==> src/rtl/mux_scan_pkg.sv <==
// Shared encodings and sizes for the scanned 4:1 mux capture controller.
package mux_scan_pkg;

  localparam int NUM_CH = 4;
  localparam int IDX_W  = 2;

  typedef enum logic [1:0] {
    IDLE = 2'd0,
    SCAN = 2'd1,
    HOLD = 2'd2
  } state_t;

endpackage

==> src/rtl/mux_scan_ctrl_if.sv <==
// Select/sample/handshake bundle between the scan controller and its environment.
interface mux_scan_ctrl_if;
  import mux_scan_pkg::*;

  logic              START;
  logic              CONT;
  logic              SEL0;
  logic              SEL1;
  logic              MUX_OUT;
  logic [NUM_CH-1:0] WORD;
  logic              VALID;
  logic              READY;
  logic              BUSY;

  modport master (
    input  START, CONT, MUX_OUT, READY,
    output SEL0, SEL1, WORD, VALID, BUSY
  );

  modport slave (
    output START, CONT, MUX_OUT, READY,
    input  SEL0, SEL1, WORD, VALID, BUSY
  );

endinterface

==> src/rtl/mux_scan_ctrl_settle_timer.sv <==
// Per-channel settle counter: done is high in the last cycle of a channel window.
module settle_timer #(
  parameter int SETTLE = 1,
  parameter int CNT_W  = 4
) (
  input  logic clk,
  input  logic rst_n,
  input  logic clear,
  input  logic enable,
  output logic done
);

  logic [CNT_W-1:0] cnt_q;
  logic [CNT_W-1:0] cnt_d;

  assign done = (cnt_q == CNT_W'(SETTLE));

  // Wraps to zero on done so back-to-back windows need no explicit clear.
  always_comb begin
    cnt_d = cnt_q;
    if (clear) begin
      cnt_d = '0;
    end else if (enable) begin
      cnt_d = done ? '0 : cnt_q + 1'b1;
    end
  end

  always_ff @(posedge clk) begin
    if (!rst_n) begin
      cnt_q <= '0;
    end else begin
      cnt_q <= cnt_d;
    end
  end

endmodule

==> src/rtl/mux_scan_ctrl.sv <==
// Steps the mux select through all channels, samples each after settling,
// and offers the assembled word downstream over VALID/READY.
module mux_scan_ctrl
  import mux_scan_pkg::*;
#(
  parameter int SETTLE = 1,
  parameter int CNT_W  = 4
) (
  input  logic            CLK,
  input  logic            RST_N,
  mux_scan_ctrl_if.master bus
);

  state_t            state_q, state_d;
  logic [IDX_W-1:0]  idx_q,   idx_d;
  logic [IDX_W-1:0]  sel_q,   sel_d;
  logic [NUM_CH-1:0] word_q,  word_d;
  logic              valid_q, valid_d;
  logic              busy_q,  busy_d;

  logic timer_clear;
  logic timer_en;
  logic timer_done;

  settle_timer #(
    .SETTLE (SETTLE),
    .CNT_W  (CNT_W)
  ) u_settle_timer (
    .clk    (CLK),
    .rst_n  (RST_N),
    .clear  (timer_clear),
    .enable (timer_en),
    .done   (timer_done)
  );

  always_comb begin
    state_d     = state_q;
    idx_d       = idx_q;
    sel_d       = sel_q;
    word_d      = word_q;
    valid_d     = valid_q;
    busy_d      = busy_q;
    timer_clear = 1'b0;
    timer_en    = 1'b0;

    unique case (state_q)
      IDLE: begin
        if (bus.START) begin
          state_d     = SCAN;
          idx_d       = '0;
          sel_d       = '0;
          busy_d      = 1'b1;
          timer_clear = 1'b1;
        end
      end

      SCAN: begin
        timer_en = 1'b1;
        if (timer_done) begin
          word_d[idx_q] = bus.MUX_OUT;
          idx_d         = idx_q + 1'b1;
          if (idx_q == IDX_W'(NUM_CH - 1)) begin
            state_d = HOLD;
            valid_d = 1'b1;
            busy_d  = 1'b0;
            sel_d   = '0;
          end else begin
            sel_d = idx_q + 1'b1;
          end
        end
      end

      HOLD: begin
        // In continuous mode the handshake edge doubles as the next start.
        if (bus.READY) begin
          valid_d = 1'b0;
          if (bus.CONT) begin
            state_d     = SCAN;
            idx_d       = '0;
            sel_d       = '0;
            busy_d      = 1'b1;
            timer_clear = 1'b1;
          end else begin
            state_d = IDLE;
          end
        end
      end

      default: begin
        state_d = IDLE;
        idx_d   = '0;
        sel_d   = '0;
        valid_d = 1'b0;
        busy_d  = 1'b0;
      end
    endcase
  end

  always_ff @(posedge CLK) begin
    if (!RST_N) begin
      state_q <= IDLE;
      idx_q   <= '0;
      sel_q   <= '0;
      word_q  <= '0;
      valid_q <= 1'b0;
      busy_q  <= 1'b0;
    end else begin
      state_q <= state_d;
      idx_q   <= idx_d;
      sel_q   <= sel_d;
      word_q  <= word_d;
      valid_q <= valid_d;
      busy_q  <= busy_d;
    end
  end

  assign bus.SEL0  = sel_q[0];
  assign bus.SEL1  = sel_q[1];
  assign bus.WORD  = word_q;
  assign bus.VALID = valid_q;
  assign bus.BUSY  = busy_q;

endmodule

==> src/flat_wrapper.sv <==
// flat-port wrapper written by rule: the top's interface ports become plain ports
module mux_scan_ctrl_flat import mux_scan_pkg::*;
#(
  parameter int SETTLE = 1,
  parameter int CNT_W  = 4
)
  (CLK, RST_N, bus_START, bus_CONT, bus_MUX_OUT, bus_READY, bus_SEL0, bus_SEL1, bus_WORD, bus_VALID, bus_BUSY);
  mux_scan_ctrl_if bus_i ();
  input  logic CLK;
  input  logic RST_N;
  input wire logic [$bits(bus_i.START)-1:0] bus_START;
  input wire logic [$bits(bus_i.CONT)-1:0] bus_CONT;
  input wire logic [$bits(bus_i.MUX_OUT)-1:0] bus_MUX_OUT;
  input wire logic [$bits(bus_i.READY)-1:0] bus_READY;
  output wire logic [$bits(bus_i.SEL0)-1:0] bus_SEL0;
  output wire logic [$bits(bus_i.SEL1)-1:0] bus_SEL1;
  output wire logic [$bits(bus_i.WORD)-1:0] bus_WORD;
  output wire logic [$bits(bus_i.VALID)-1:0] bus_VALID;
  output wire logic [$bits(bus_i.BUSY)-1:0] bus_BUSY;
  assign bus_i.START = bus_START;
  assign bus_i.CONT = bus_CONT;
  assign bus_i.MUX_OUT = bus_MUX_OUT;
  assign bus_i.READY = bus_READY;
  assign bus_SEL0 = bus_i.SEL0;
  assign bus_SEL1 = bus_i.SEL1;
  assign bus_WORD = bus_i.WORD;
  assign bus_VALID = bus_i.VALID;
  assign bus_BUSY = bus_i.BUSY;
  mux_scan_ctrl #(.SETTLE(SETTLE), .CNT_W(CNT_W)) u_core (.CLK(CLK), .RST_N(RST_N), .bus(bus_i));
endmodule
==> config.mk <==
export PLATFORM = sky130hd
export DESIGN_NAME = mux_scan_ctrl_flat
export DESIGN_NICKNAME = d
export VERILOG_FILES = /design/src/rtl/mux_scan_pkg.sv /design/src/rtl/mux_scan_ctrl_if.sv /design/src/rtl/mux_scan_ctrl_settle_timer.sv /design/src/rtl/mux_scan_ctrl.sv /design/src/flat_wrapper.sv
export SDC_FILE = /design/constraint.sdc
export NUM_CORES = 1
export LEC_CHECK = 0
export CAP_MARGIN = 20
export CORE_MARGIN = 5
export CORE_UTILIZATION = 46
export CTS_BUF_LIST = sky130_fd_sc_hd__clkbuf_8
export DETAILED_ROUTE_END_ITERATION = 10
export DONT_BUFFER_PORTS = 1
export GPL_TIMING_DRIVEN = 0
export PLACE_DENSITY_LB_ADDON = 0.1
export RECOVER_POWER = 50
export SLEW_MARGIN = 20
export SYNTH_ARGS = -nofsm -noshare
export SYNTH_HDL_FRONTEND = slang
export SYNTH_SLANG_ARGS = --single-unit
==> constraint.sdc <==
create_clock -name CLK -period 2.19 [get_ports CLK]
set_clock_uncertainty 0.1 [all_clocks]
set_input_delay 0.219 -clock CLK [delete_from_list [all_inputs] [get_ports CLK]]
set_output_delay 0.219 -clock CLK [all_outputs]
set_load 0.005 [all_outputs]
# Word-level counts from Yosys, hierarchy flattened
# Cells that the tools add are included.
# word_totals
regBits	16
elab_cells	63
output_inout_bits	8
in_bits	6
# classes
eq_ne	9
n_reduce_logical	8
n_lt_le_gt_ge	2
bitwise	2
add_sub_neg	2
mux	33
# ops
cell	count
2-to-1 mux 2 bit	10
one-hot mux 2 bit (3 select lines)	3
2-to-1 mux 1 bit	14
AND reduction 4 bit	3
!= test 2 bit (second input constant)	4
one-hot mux 1 bit (3 select lines)	2
AND reduction 5 bit	1
adder 4 x 1 -> 4 bit (second input constant)	1
bitwise mux 4 bit	1
== test 2 bit (second input constant)	2
== test 4 x 1 -> 1 bit (second input constant)	1
2-to-1 mux 4 bit	1
< comparator 2 x 3 -> 1 bit (second input constant)	1
adder 2 x 1 -> 2 bit (second input constant)	1
demux 1 bit (select 2 bit)	1
== test 2 x 1 -> 1 bit (second input constant)	1
greater-or-equal comparator 2 x 1 -> 1 bit (second input constant)	1
logical NOT 2 bit	1
!= test 2 x 1 -> 1 bit (second input constant)	1
inverter 1 bit	2
one-hot mux 1 bit (2 select lines)	1
AND reduction 2 bit	1
OR reduction 2 bit	1
logical AND 1 bit	1

# Longest topological paths before layout
# depth
word_depth	5
ltp_mapped	4
depth_no_buf	4

# By module
# A second synthesis with hierarchy kept.
# hier_totals
cells_unflattened	81
area_unflattened_um2	710.7
# modules_own_cells
mod	cells_each	n_inst	area_per_inst_um2	seq_area_each_um2
mux_scan_ctrl	62	1	544.3	220.2
settle_timer	19	1	166.4	80.1

# Least setup slack after synthesis
# Ideal clock, no wire load.
# synth_path
kind	register to register
startpoint	reg u_core.u_settle_timer.cnt_q[3]
endpoint	reg u_core.busy_q (netlist: u_core.bus.BUSY)
t_required_ns	1.975
period_less_slack_ns	1.420
arrival_ns	1.205
n_path_buf	0
setup_ns	0.115
stages_incl_launch_ff	4
setup_slack_ns	0.770
path_cell_list	dfxtp_1 or4b_4 o211ai_2 o21ba_1
# synth_between
elab_chain_len	3
# synth_lines
item	line_no	rtl
start, declared	mux_scan_ctrl_settle_timer.sv:13	logic [CNT_W-1:0] cnt_q;
start signal, assigned	mux_scan_ctrl_settle_timer.sv:32	cnt_q <= cnt_d;
== test 4 x 1 -> 1 bit	mux_scan_ctrl_settle_timer.sv:16	assign done = (cnt_q == CNT_W'(SETTLE));
!= test 2 bit (no line)	-	
AND reduction 5 bit (no line)	-	
end signal, assigned	mux_scan_ctrl.sv:113	busy_q <= busy_d;
end, declared	mux_scan_ctrl.sv:19	logic busy_q, busy_d;
# Every way passes these cells.
# A chain may end at the register's enable or synchronous reset.

# Worst setup path in the final report
# layout_path
startpoint	reg u_core.state_q[0]
endpoint	reg u_core.word_q[3] (netlist: u_core.bus.WORD[3])
# layout_between
elab_chain_len	2
# layout_lines
item	line_no	rtl
start, declared	mux_scan_ctrl.sv:14	state_t state_q, state_d;
start signal, assigned	mux_scan_ctrl.sv:108	state_q <= state_d;
== test 2 x 1 -> 1 bit	mux_scan_ctrl.sv:46	unique case (state_q)
AND reduction 2 bit (no line)	-	
end signal, assigned	mux_scan_ctrl.sv:111	word_q <= word_d;
end, declared	mux_scan_ctrl.sv:17	logic [NUM_CH-1:0] word_q, word_d;
# Every way passes these cells.

==> metrics.cfg <==
[setup_path]
required_ns=2.22
crit_path_start_kind=flop
r2r_start=u_core.state_q[0]$_SDFFE_PN0P_
cp_max_fo=10
arrival_ns=1.65
crit_type=reg2reg
crit_path_end_kind=flop
cp-startpoint=u_core.state_q[0]$_SDFFE_PN0P_

[timing]
slew_viol_final=0
setup_viol=0
hold_violations=0
fin_crit_sh=0.743
setup_tns_ns=0
worst_pin_slew_ns=0.435
rsz0062_at_grt=false
setup_slack_ns=0.564
slew_headroom=0.710
min_period_ns=1.63
max_freq_mhz=615

[floorplanning]
boundaryPins=14
dieArea_sq_um=2470
die_w_um=49.7
coreArea_sq_um=1510
start_util=0.481
rows=14
die_h_um=49.7

[layout]
syn_to_final_growth_pct=8.81
drive_above_1_share=0.0732
diodes=0
final_nets=93

[min_path]
min_path_type=in2reg
min-delay-start=bus_READY

[cts]
ctsResizeCount=0
root_buffer=clkbuf_8
clock-sinks=15
clock_latency_ns=0.24
cts_buffers=3
clockBufferDepth=2
clk_pin_slew_ns=0.06
h-tree-depth=1
cts_tree=done
cts_setup_buffers=0
cts.hold.buffers_added=0

[power_and_ir_drop]
p_clk_frac=0.399
p_per_area_nw_per_um2=688
seqPwrFrac=0.529
p_switching_uw=124
pwr-share-comb=0.072
vdd_drop_max_uv=386
p_int_uw=418
sw_frac_of_total=0.229
power_leakage_nw=0.296

[yosys]
synth_cell_type_count=29
yosysWarnings=0
synth_xor_area_frac=0.0242
synth_top_area_cell=dfxtp_1
synthCells=78
synth.avg_cell_area_sq_um=9.29
syn_area_sq_um=724
synth_edf_count=0
synth_top_area_frac=0.415
synth_common_cells=dfxtp_1 (15), nand2_1 (9), nand3_1 (7)
yosys.area_share.simple=0.228
synth_top_family_by_area=simple AND/OR/NAND/NOR gates
synth.most_common_cell=dfxtp_1
syn-num-nets=88
synthAdderAreaFrac=0.0691
synth_mux_area_frac=0.0553
synth_top_cells_by_area=dfxtp_1 (41%), ha_1 (6.9%), mux2i_1 (5.5%), nand3_1 (4.8%), nand2_1 (4.7%)
ys_seq_area_frac=0.415
async_flop_share=0
synth_seq_cells=15
synth_ff_type=dfxtp_1
synth_compound_area_frac=0.166

[route]
route.detailed.drc=0
wirelength_um=1310
drtPass1Iterations=4
antenna_left=0
routedWlPerCell_um=13.4
drt_iter0_drc=6
via_per_inst=5.72
vias=561

[global_route]
grt_overflow=0
antenna_found_initial=0
grt_max_degree=11
grt_usage=0.112
grt_pass1_vias=511
grt_pass1_wl_um=2230

[flow_run]
drv_cap=0

[place]
hpwl_um=983
gp_congestion=0.782
io_buffers=0
pre_cts_slack_ns=0.657

[run_status]
status=complete, no violations

-- power by group through the flow --
stage                     Combinational, mW  Sequential (mW)  Clock [mW]
after global placement               0.0401            0.293           0
after CTS                            0.0399            0.287       0.224
after floorplan                      0.0328            0.291           0
after global routing                 0.0439            0.288       0.236
final                                0.0391            0.287       0.216
after detailed placement             0.0400            0.293           0
-- final cells by class --
type,count,area [sq um]
Fill cell,153,718
Buffer,2,7.51
Clock buffer,3,41.3
Inverter,6,22.5
Clock inverter,1,3.75
Multi-Input combinational cell,55,393
Tap cell,16,20.0
Sequential cell,15,300
-- routing by layer --
metal	vias to the layer above	wire length (um)	global-route usage
li1	290	-	-
met1	256	650	0.155
met2	13	561	0.153
met3	2	89	0.0482
met4	0	8	0.0393
met5	-	0	0
-- critical path: stages, from the launching register on --
cell and delay, ns:
dfxtp_1 0.45, and2b_1 0.20, clkbuf_1 0.36, nand3_1 0.23
mux2i_1 0.16
-- cell usage in the layout (no fill, tap or decap), types with 2 or more instances in the layout --
cell and count:
mux2i_1 4, nor3_1 2, a21oi_1 4, nand4_1 2, clkbuf_8 3, dfxtp_1 15, a31oi_1 2, xnor2_1 2
a211oi_1 3, o21ai_0 2, nand3_1 7, nand2_1 9, clkbuf_1 2, ha_1 4, nor2_1 2, inv_1 6
-- sequential cells by signal, indices dropped and copies added, names as in the netlist --
name,flops
u_core.bus.BUSY,1
u_core.idx_q,2
u_core.sel_q,1
u_core.bus.VALID,1
u_core.state_q,2
u_core.bus.WORD,4
u_core.u_settle_timer.cnt_q,4
-- logic make-up after synthesis --
kind of cell             after synthesis
AND/OR/NAND/NOR                       28
flip-flops                            15
multiplexers                           4
AO/OA/AOI/OAI                         17
XOR/XNOR                               2
adder cells (fa/ha/maj)                4
buffers and inverters                  8
-- path summary, 6_finish.rpt --
| path | slack [ns] | to | cells past startpoint |
|---|---|---|---|
| worst max-delay path | 0.56 | u_core.bus.WORD[3]$_SDFFE_PN0P_ | 4 |
| worst max register to register | 0.56 | u_core.bus.WORD[3]$_SDFFE_PN0P_ | 4 |
| worst min register to register | 0.37 | u_core.bus.VALID$_SDFFE_PN0P_ | 2 |
| worst min-delay path | 0.05 | u_core.state_q[1]$_SDFFE_PN0P_ | 3 |
-- stage by stage --
stage / hold WS (ns) / cell area (sq um) / power, mW / instances / util
5_1_grt: 0.0438 / 788 / 0.568 / 98 / 0.523
3_5_place_dp: 0.300 / 744 / 0.333 / 94 / 0.494
6_report: 0.0491 / 788 / 0.542 / 98 / 0.523
4_1_cts: 0.0459 / 790 / 0.550 / 98 / 0.524
2_1_floorplan: 0.292 / 724 / 0.324 / 78 / -
3_3_place_gp: 0.300 / 744 / 0.333 / 94 / 0.494
No activity file was read; power rests on OpenSTA's default activity.
